$ cat config.mk
export PLATFORM = sky130hd
export DESIGN_NAME = seg_serial_driver
export DESIGN_NICKNAME = d
export VERILOG_FILES = /design/src/rtl/seg_serial_driver.sv
export SDC_FILE = /design/constraint.sdc
export NUM_CORES = 1
export LEC_CHECK = 0
export ABC_AREA = 1
export BUFFER_PORTS_ARGS = -buffer_cell sky130_fd_sc_hd__clkbuf_2
export CAP_MARGIN = 30
export CORE_ASPECT_RATIO = 2
export CORE_UTILIZATION = 40
export CTS_BUF_LIST = sky130_fd_sc_hd__clkbuf_16
export CTS_CLUSTER_DIAMETER = 30
export DETAILED_ROUTE_END_ITERATION = 10
export GPL_ROUTABILITY_DRIVEN = 0
export SLEW_MARGIN = 20
export SYNTH_ARGS = -nofsm -noshare
export SYNTH_HDL_FRONTEND = slang
export SYNTH_SLANG_ARGS = --single-unit
$ cat constraint.sdc
create_clock -name clk -period 2.7 [get_ports clk]
set_clock_uncertainty 0.15 [all_clocks]
set_input_delay 0.135 -clock clk [delete_from_list [all_inputs] [get_ports clk]]
set_output_delay 0.135 -clock clk [all_outputs]
set_load 0.005 [all_outputs]
$ cat src/rtl/seg_serial_driver.sv
// Serial driver for an 8-digit 7-segment display chain: encodes a 32-bit hex
// word plus dp/blank masks into a 64-bit frame and shifts it out MSB first.
module seg_serial_driver #(
  parameter int CLK_DIV        = 8,
  parameter bit SEG_ACTIVE_LOW = 1'b1
) (
  input  logic        clk,
  input  logic        rst_n,
  input  logic        load,
  input  logic [31:0] data,
  input  logic [7:0]  dp_mask,
  input  logic [7:0]  blank_mask,
  output logic        busy,
  output logic        done,
  output logic        seg_clk,
  output logic        seg_clr,
  output logic        seg_dt,
  output logic        seg_en,
  output logic [1:0]  state_o
);

  localparam int DW = (CLK_DIV > 1) ? $clog2(CLK_DIV) : 1;
  localparam logic [DW-1:0] DIV_LAST = DW'(CLK_DIV - 1);

  typedef enum logic [1:0] {
    S_IDLE  = 2'd0,
    S_SHIFT = 2'd1,
    S_DONE  = 2'd2
  } state_t;

  function automatic logic [6:0] hex7(input logic [3:0] n);
    case (n)
      4'h0: hex7 = 7'h3F;
      4'h1: hex7 = 7'h06;
      4'h2: hex7 = 7'h5B;
      4'h3: hex7 = 7'h4F;
      4'h4: hex7 = 7'h66;
      4'h5: hex7 = 7'h6D;
      4'h6: hex7 = 7'h7D;
      4'h7: hex7 = 7'h07;
      4'h8: hex7 = 7'h7F;
      4'h9: hex7 = 7'h6F;
      4'hA: hex7 = 7'h77;
      4'hB: hex7 = 7'h7C;
      4'hC: hex7 = 7'h39;
      4'hD: hex7 = 7'h5E;
      4'hE: hex7 = 7'h79;
      default: hex7 = 7'h71;
    endcase
  endfunction

  // Digit k lands in frame[8k+7:8k], so digit7 occupies the MSB byte.
  function automatic logic [63:0] build_frame(input logic [31:0] d,
                                              input logic [7:0]  dp,
                                              input logic [7:0]  bl);
    logic [7:0] b;
    build_frame = '0;
    for (int k = 0; k < 8; k++) begin
      b = bl[k] ? 8'h00 : {dp[k], hex7(d[4*k +: 4])};
      build_frame[8*k +: 8] = SEG_ACTIVE_LOW ? ~b : b;
    end
  endfunction

  state_t        state_q, state_d;
  logic [63:0]   frame_q, frame_d;
  logic [5:0]    bit_q, bit_d;
  logic [DW-1:0] div_q, div_d;
  logic          seg_clk_q, seg_clk_d;
  logic          seg_dt_q, seg_dt_d;
  logic          seg_clr_q, seg_clr_d;
  logic          seg_en_q, seg_en_d;
  logic [63:0]   frame_new;

  assign frame_new = build_frame(data, dp_mask, blank_mask);

  always_ff @(posedge clk or negedge rst_n) begin
    if (!rst_n) begin
      state_q   <= S_IDLE;
      frame_q   <= '0;
      bit_q     <= '0;
      div_q     <= '0;
      seg_clk_q <= 1'b0;
      seg_dt_q  <= 1'b0;
      seg_clr_q <= 1'b0;
      seg_en_q  <= 1'b0;
    end else begin
      state_q   <= state_d;
      frame_q   <= frame_d;
      bit_q     <= bit_d;
      div_q     <= div_d;
      seg_clk_q <= seg_clk_d;
      seg_dt_q  <= seg_dt_d;
      seg_clr_q <= seg_clr_d;
      seg_en_q  <= seg_en_d;
    end
  end

  always_comb begin
    state_d   = state_q;
    frame_d   = frame_q;
    bit_d     = bit_q;
    div_d     = div_q;
    seg_clk_d = seg_clk_q;
    seg_dt_d  = seg_dt_q;
    seg_clr_d = 1'b1;
    seg_en_d  = seg_en_q;
    case (state_q)
      S_IDLE: begin
        if (load) begin
          state_d   = S_SHIFT;
          frame_d   = frame_new;
          bit_d     = 6'd63;
          div_d     = '0;
          seg_clk_d = 1'b0;
          seg_dt_d  = frame_new[63];
        end
      end
      S_SHIFT: begin
        if (div_q == DIV_LAST) begin
          div_d = '0;
          if (!seg_clk_q) begin
            seg_clk_d = 1'b1;
          end else begin
            // End of a high phase: next bit goes out on the falling edge.
            seg_clk_d = 1'b0;
            if (bit_q == 6'd0) begin
              state_d  = S_DONE;
              seg_en_d = 1'b1;
            end else begin
              bit_d    = bit_q - 6'd1;
              seg_dt_d = frame_q[bit_q - 6'd1];
            end
          end
        end else begin
          div_d = div_q + 1'b1;
        end
      end
      S_DONE: state_d = S_IDLE;
      default: state_d = S_IDLE;
    endcase
  end

  assign busy    = (state_q == S_SHIFT);
  assign done    = (state_q == S_DONE);
  assign seg_clk = seg_clk_q;
  assign seg_dt  = seg_dt_q;
  assign seg_clr = seg_clr_q;
  assign seg_en  = seg_en_q;
  assign state_o = state_q;

endmodule

---- Word level (Yosys, flattened, before mapping) ----
Memory sizes are Yosys's and may differ from the RTL's.
Cells that the tools add are included.
operators by class
  bitwise gates (word level) .............. 8
  multiplexer cells ....................... 32
  multiply operators ...................... 0
  reduce and logical (&&, ||, !) cells .... 9
  equality and inequality tests ........... 8
  add/subtract/negate cells ............... 2
  magnitude comparators ................... 1
  shifts and indexed selects .............. 0
  div/mod/pow operators ................... 0
operators with widths
  cell                   number
  $mux W8                8
  $not A8 Y8             8
  $mux W6                4
  $pmux W6 S2            1
  $mux W1                8
  $mux W2                4
  $reduce_and A4 Y1      2
  $lt A6 B7 Y1 const B   1
  $bmux W1 S6            1
  $logic_not A6 Y1       1
  $mux W3                2
  $ne A2 B1 Y1 const B   3
  $pmux W3 S2            1
  $sub A6 B1 Y6 const B  1
  $reduce_and A5 Y1      1
  $ne A2 B2 Y1 const B   2
  $pmux W1 S2            2
  $pmux W2 S2            1
  $reduce_and A2 Y1      2
  $add A3 B1 Y3 const B  1
  $eq A3 B3 Y1 const B   1
  $reduce_and A3 Y1      1
  $eq A2 B1 Y1 const B   1
  $eq A2 B2 Y1 const B   1
  other kinds (2)        2
storage, ports and cells
  word-level logic and storage cells ...... 76
  latch bits .............................. 0
  bits in read-only memories .............. 896
  output and inout port bits .............. 8
  bits in writable memories ............... 0
  bits of input ports ..................... 51
  bits in registers ....................... 79
  memories kept ........................... 8
memories
  memory           depth  bits a word  rd ports  clocked after memory_dff  write ports  line  RTL
  (no name shown)  16     7            1         0                         0            32    case (n)
  (no name shown)  16     7            1         0                         0            32
  (no name shown)  16     7            1         0                         0            32
  (no name shown)  16     7            1         0                         0            32
  (no name shown)  16     7            1         0                         0            32
  (no name shown)  16     7            1         0                         0            32
  2 more memories  n/a    n/a          n/a       n/a                       n/a          n/a

---- Logic depth before layout (Yosys ltp) ----
Gate-level depths: netlist of run 1.
  depth after elaboration ................. 7
  depth in mapped cells ................... 14
  gate-level depth less buffers ........... 11

---- Worst setup path after synthesis of run 1 ----
No wires, ideal clock.
  kind .................................... reg2reg
  start ................................... register bit_q[0]
  end ..................................... register seg_dt_q, in the netlist seg_dt
  slack ................................... 0.530 ns
  data required time ...................... 2.433 ns
  arrival ................................. 1.903 ns
  stages on the path, launching flop included .. 13
  setup time .............................. 0.117 ns
  buffers on the path ..................... 2
  period minus slack after synthesis ...... 2.170 ns
  path through ............................ dfrtp_1 > buf_2 > inv_2 > buf_2 > ha_1 > xnor2_1 > nand3_1 > nand3_1 > nand3_1 > nand3_1 > nand3_1 > nand2_1 > nand2_1
on the way
  word-level cells in the longest chain between the ends .. 7
  elaborated cells between the ends (all ways) .. 10
  classes of those cells .................. add/sub (1); eq/ne (1); mux (6); reduce/logical (2)
RTL lines
  item                           line  RTL
  start, declared                66    logic [5:0] bit_q, bit_d;
  start signal, assigned         89    bit_q <= bit_d;
  $sub A6 B1 Y6                  131   seg_dt_d = frame_q[bit_q - 6'd1];
  $bmux W1 S6                    131
  $mux W1 (not written as such)  131
  $mux W1                        126   if (bit_q == 6'd0) begin
  $mux W1                        121   if (!seg_clk_q) begin
  $mux W1                        119   if (div_q == DIV_LAST) begin
  $pmux W1 S2                    107   case (state_q)
  end signal, assigned           92    seg_dt_q <= seg_dt_d;
  end, declared                  69    logic seg_dt_q, seg_dt_d;
Parallel ways exist; a longest one is shown, timed or not. The select of a mux whose other input is x is not followed.
A chain may end at the register's enable or synchronous reset.

---- Worst setup path after layout of run 1 ----
  start ................................... register state_q[1], in the netlist state_o[1]
  end ..................................... register frame_q[55]
on the way
  word-level cells in the longest chain between the ends .. 2
RTL lines
  item                         line  RTL
  start, declared              64    state_t state_q, state_d;
  start signal, assigned       87    state_q <= state_d;
  $logic_not A2 Y1             107
  $reduce_and A2 Y1 (no line)  n/a
  end signal, assigned         88    frame_q <= frame_d;
  end, declared                65    logic [63:0] frame_q, frame_d;
Every way passes these cells.

==> results.toml, run 1 <==
[run_status]
outcome = "finished, final reports clean"

[sta]
hold_viol = 0
fin_hold_ws_ns = 0.00449
final.min_clock_period_ns = 2.49
setup_violations = 0
max_slew_margin_pct = 46.0
finalCritPeriodShare_pct = 92.1
tightestPinTransition_ns = 0.805
rsz0062_at_grt = "false"
timing.setup.tns_ns = 0
slew_viol_final = 0
fmax_mhz = 402

[clocking]
clk_pin_slew_ns = 0.06
clockBufferDepth = 2
ctsHtreeMaxLevel = 3
numCtsBuffers = 9
post_cts_resized = 0
insertion_delay_ns = 0.33
root_buffer = "clkbuf_16"
cts_tree = "yes"
clock-sinks = 79

[critical_path]
critPathBufInv = 2
regToRegEndpoint = "frame_q[55]"
cp-startpoint = "state_o[1]"
crit_family = "buffers and inverters"
cpPeakStageDelay_ns = 0.59
slowest_stage = "dlygate4sd3_1"
r2r-start = "state_o[1]"
path_cells = "nor2_1 > nand2_2 > buf_4 > nor2_2 > a22oi_1 > dlygate4sd3_1"
rrSetupSlack_ns = 0.21
required_ns = 2.77
worstRegToRegCells = 6
critPathKind = "reg2reg"
cp.arrival_ns = 2.55
crit_path_end_kind = "flip-flop"
path_max_fanout = 33
start_kind = "flip-flop"

[finish]
layout.nets = 881
area_growth_pct = 16.9
diodes = 0
n_fill_cell = 1342
final_cells = 938
drive_gt1_share_pct = 13.2

[floorplan]
die_x_um = 85.2
core_um2 = 13500
num_io_pins = 59
dieHeight_um = 168
initial_utilization_pct = 41.0
dieArea_um2 = 14300
num_rows = 60

[yosys]
syn-num-nets = 814
syn_avg_cell_area_um2 = 7.79
yosysUniqueCellTypes = 38
syn-cell-area_um2 = 5540
synth_top_area_share_pct = 35.7
ys_top_cells_by_area = "dfrtp_1, ha_1, nand3_1, inv_1, nand2_1"
synth-seq-cells = 79
seq_area_frac_synth_pct = 35.7
yosysWarnings = 0
yosys.area.top_type = "dfrtp_1"
syn_inst = 711

[grt]
grt_pass1_vias = 5110
grt_pass1_wl_um = 23300
grt_use_total_pct = 20.1
antenna_found_initial = 0
grt_overflow = 0
grt_max_degree = 55

[power]
leakage_nw = 3.23
p_sw_mw = 0.656
power.share.clock_pct = 46.0
comb_power_share_pct = 11.0
peakVddDrop_uv = 301
swShare_pct = 23.8
p_int_mw = 2.10
power_frac_seq_pct = 43.0
power_density_nw_per_um2 = 426

[placed_design]
dp.cells = 904
hpwl_um = 10500
port-buffer-count = 58

[routing]
routed_wl_um = 13900
via_per_inst = 5.47
via_count = 5127
antenna_left = 0
routedWlPerCell_um = 14.8
drt_first_iter_violations = 334
drc_errors = 0
drt_first_pass_iters = 5

[worst_hold_path]
min_from = "blank_mask[4]"
min_to = "frame_q[39]"
hold-path-cell-count = 3
hold_path_class = "in2reg"

[job]
cap_violations = 0
[cells by family after synthesis]
family / after synthesis / share of synthesized area [%]
AND/OR/NAND/NOR: 247 / 20.0
other: 1 / 0.0677
adder cells (fa/ha/maj): 52 / 11.8
AO/OA/AOI/OAI: 175 / 20.7
flip-flops: 79 / 35.7
buffers and inverters: 152 / 10.7
XOR/XNOR: 5 / 1.13
[how the worst max path moves through the flow]
stage | endpoint | slack, ns | depth (start not counted)
2_1_floorplan | seg_dt | 0.53 | 12
3_3_place_gp | seg_dt | 0.48 | 12
3_5_place_dp | seg_dt | 0.46 | 12
4_1_cts | frame_q[55] | 0.24 | 6
5_1_grt | frame_q[55] | 0.05 | 6
6_report | frame_q[55] | 0.21 | 6
[cell usage in the layout, fill, tap and decap left out, drive strengths merged]
cell / count
a311oi: 4
a22oi: 20
nand4: 1
nor2: 41
nand2: 104
a2bb2oi: 1
a21oi: 39
a32oi: 24
clkbuf: 66
o22ai: 3
nand3: 86
xor2: 4
o211ai: 19
nand3b: 5
or2: 6
a21boi: 2
clkinv: 7
bufinv: 2
buf: 9
nor3: 3
dlygate4sd3: 18
inv: 122
a31oi: 15
nor4: 1
xnor2: 1
o31ai: 2
o21a: 1
o32ai: 4
o21ai: 41
ha: 52
dfrtp: 79
conb: 1
[synthesized netlist by cell type (all sizes together)]
master   number
nand3b        5
o31ai         2
buf          18
nor4          1
nor3          3
nand4         1
a22oi        20
a32oi        24
inv         120
or2           6
o22ai         3
a21boi        2
o21ai        41
ha           52
xor2          4
clkbuf       10
a311oi        4
o21a          1
clkinv        4
xnor2         1
nand3        86
nand2       104
o32ai         4
conb          1
a31oi        15
nor2         41
a2bb2oi       1
o211ai       19
dfrtp        79
a21oi        39
[stage by stage]
stage               power [mW]  setup slack (ns)  util, %  cell area [µm²]
floorplan                 1.37             0.530        -             5540
global placement          1.48             0.481     44.0             5950
detailed placement        1.49             0.457     44.2             5980
CTS                       2.79             0.243     47.9             6470
global route              2.86            0.0530     47.9             6470
finish                    2.76             0.214     47.9             6470
[registers in the layout, indices dropped and copies added (netlist names)]
register and cells:
state_o 2, bit_q 6, seg_clr 1, div_q 3, seg_dt 1, seg_clk 1, seg_en 1, frame_q 64
[metal layers]
layer,share of wire [%],track usage [%]
met5,0,0
met3,2.3,2.21
met2,57,39.3
met4,2.2,7.44
met1,39,21.5
[power groups by stage]
stage | combinational (mW) | sequential (mW) | clock, mW
global placement | 0.274 | 1.21 | 0
CTS | 0.303 | 1.18 | 1.30
floorplan | 0.160 | 1.21 | 0
finish | 0.303 | 1.19 | 1.27
global route | 0.344 | 1.18 | 1.34
detailed placement | 0.287 | 1.21 | 0
[tightest hold or removal path, stage by stage]
cell and delay, ns:
clkbuf_2 0.08, nor2_1 0.08, a22oi_1 0.14
[what timing repair did]
item | CTS | global route
hold buffers | 18 | 0
buffers inserted | 0 | 0
hold endpoints to repair | 92 | 0
[final cells by class]
class                   count  area, µm²  share of cell area [%]
multi-input cells         480       2970                    45.9
flip-flops and latches     79       1980                    30.6
repair buffers             84        553                    8.55
inverters                 124        465                    7.20
clock buffers               9        225                    3.48
well taps                 155        194                    3.00
clock inverters             7       86.3                    1.33
Power figures use the tool's default switching activity.
==> inputs of run 2 (changes only) <==
--- a/config.mk
+++ b/config.mk
@@ -14,6 +14,7 @@
 export CTS_CLUSTER_DIAMETER = 30
 export DETAILED_ROUTE_END_ITERATION = 10
 export GPL_ROUTABILITY_DRIVEN = 0
+export PLACE_DENSITY_LB_ADDON = 0.1
 export SLEW_MARGIN = 20
 export SYNTH_ARGS = -nofsm -noshare
 export SYNTH_HDL_FRONTEND = slang
==> results.toml, run 2 (synthesis results as in run 1) <==
[clocking]
clockBufferDepth = 2
root_buffer = "clkbuf_16"
post-cts-setup-buffers = 0
clock-sinks = 79
clk_pin_slew_ns = 0.06
insertion_delay_ns = 0.33
numCtsBuffers = 9
post_cts_resized = 0
ctsHtreeMaxLevel = 3
cts_tree = "yes"

[grt]
gr-max-usage-layer = "met2"
grt_overflow = 0
grt_use_total_pct = 21.1
met2_usage_pct = 41.7
grt_pass1_wl_um = 24100
grt_max_degree = 48
grt_use_met1_pct = 22.0
grt_pass1_vias = 5204
antenna_found_initial = 0
gr-usage-met3_pct = 2.25

[floorplan]
dieHeight_um = 168
num_io_pins = 59
core_um2 = 13500
die_x_um = 85.2
dieArea_um2 = 14300
num_rows = 60
initial_utilization_pct = 41.0

[finish]
drive_gt1_share_pct = 13.2
regMostFlops = "frame_q"
mostFrequentLayoutCells = "inv_1, nand2_1, nand3_1"
largest_register_ffs = 64
layout.nets = 881
area_growth_pct = 16.4
layout_commonest_cell = "inv_1"
reg_top3 = "frame_q x64, bit_q x6, div_q x3"
diodes = 0

[routing]
via_count = 5045
routedWlPerCell_um = 15.3
drt_first_iter_violations = 195
drc_errors = 0
drt_first_pass_iters = 4
routed_wl_um = 14300
via_per_inst = 5.38
antenna_left = 0

[sta]
tightestPinTransition_ns = 0.815
setup_violations = 0
max_slew_margin_pct = 45.3
finalCritPeriodShare_pct = 88.2
fmax_mhz = 420
final.min_clock_period_ns = 2.38
slew_viol_final = 0
hold_viol = 0
timing.setup.tns_ns = 0
rsz0062_at_grt = "false"

[placed_design]
hpwl_um = 11100
port-buffer-count = 58

[critical_path]
path_cells = "nor2_1 > nand2_2 > buf_4 > a311oi_1 > a31oi_1 > dlygate4sd3_1"
critPathKind = "reg2reg"
start_kind = "flip-flop"
slowest_stage = "dlygate4sd3_1"
crit_family = "buffers and inverters"
path_max_fanout = 18
crit_cells = 6
cp.arrival_ns = 2.45
critPathBufInv = 2
worstRegToRegCells = 6
crit_path_end_kind = "flip-flop"
cpPeakStageDelay_ns = 0.57
required_ns = 2.77

[run_status]
outcome = "finished, final reports clean"

[power]
power_density_nw_per_um2 = 409
leakage_nw = 3.22
totalPowerFinal_mw = 2.64
peakVddDrop_uv = 297

[job]
cap_violations = 0

[worst_hold_path]
hold_path_class = "in2reg"
hold-path-cell-count = 3
## run 2: cell types whose count changed in the layout (fill, tap and decap cells not counted), sizes merged
cell | before | now
clkinv | 7 | 9
inv | 122 | 121
bufinv | 2 | 1
buf | 9 | 11
dlygate4sd3 | 18 | 16
## run 2: metal layers
layer | wire, µm | vias up
met3 | 265 | 23
li1 | - | 2544
met1 | 5540 | 2398
met2 | 8130 | 80
met4 | 384 | 0
met5 | 0 | -
## run 2: worst min-delay path: stages
cell and delay [ns]:
clkbuf_2 0.09, nor2_2 0.07, a22oi_1 0.15
## run 2: final cells by class
type	instances	area [µm²]
multi-input combinational	480	2970
fill	1407	7070
tap	155	194
sequential	79	1980
clock buffer	9	225
clock inverter	7	55.1
inverter	124	465
timing repair buffer	84	561
## run 2: worst paths after layout
check | start | slack, ns | end
min | blank_mask[1] | 0.01 | frame_q[9]
max in group asynchronous | rst_n | 1.65 | frame_q[1]
min in group asynchronous | rst_n | 0.16 | frame_q[62]
max reg2reg | state_o[1] | 0.32 | frame_q[27]
max | state_o[1] | 0.32 | frame_q[27]
min reg2reg | seg_en | 0.32 | seg_en
## run 2: repair_timing
action,4_1_cts,5_1_grt
hold buffers,16,0
setup endpoints to repair,0,0
endpoints found under the hold margin,45,0
## run 2: power by group
part | total, mW | switching (mW) | internal [mW]
logic | 0.299 | 0.187 | 0.111
registers | 1.19 | 0.000209 | 1.19
clock network | 1.15 | 0.455 | 0.699
total | 2.64 | 0.643 | 2.00
## run 2: per-stage QoR
step                      worst slack, ns  std cells  hold slack [ns]  utilization, %  area (µm²)
final                               0.317        938           0.0110            47.7        6440
after global routing               0.0950        938           0.0152            47.7        6440
after CTS                           0.302        938         0.000468            47.7        6440
after detailed placement            0.414        906          -0.0329            44.4        6000
after global placement              0.492        905            0.180            44.2        5980
after floorplan                     0.530        711           -0.311               -        5540
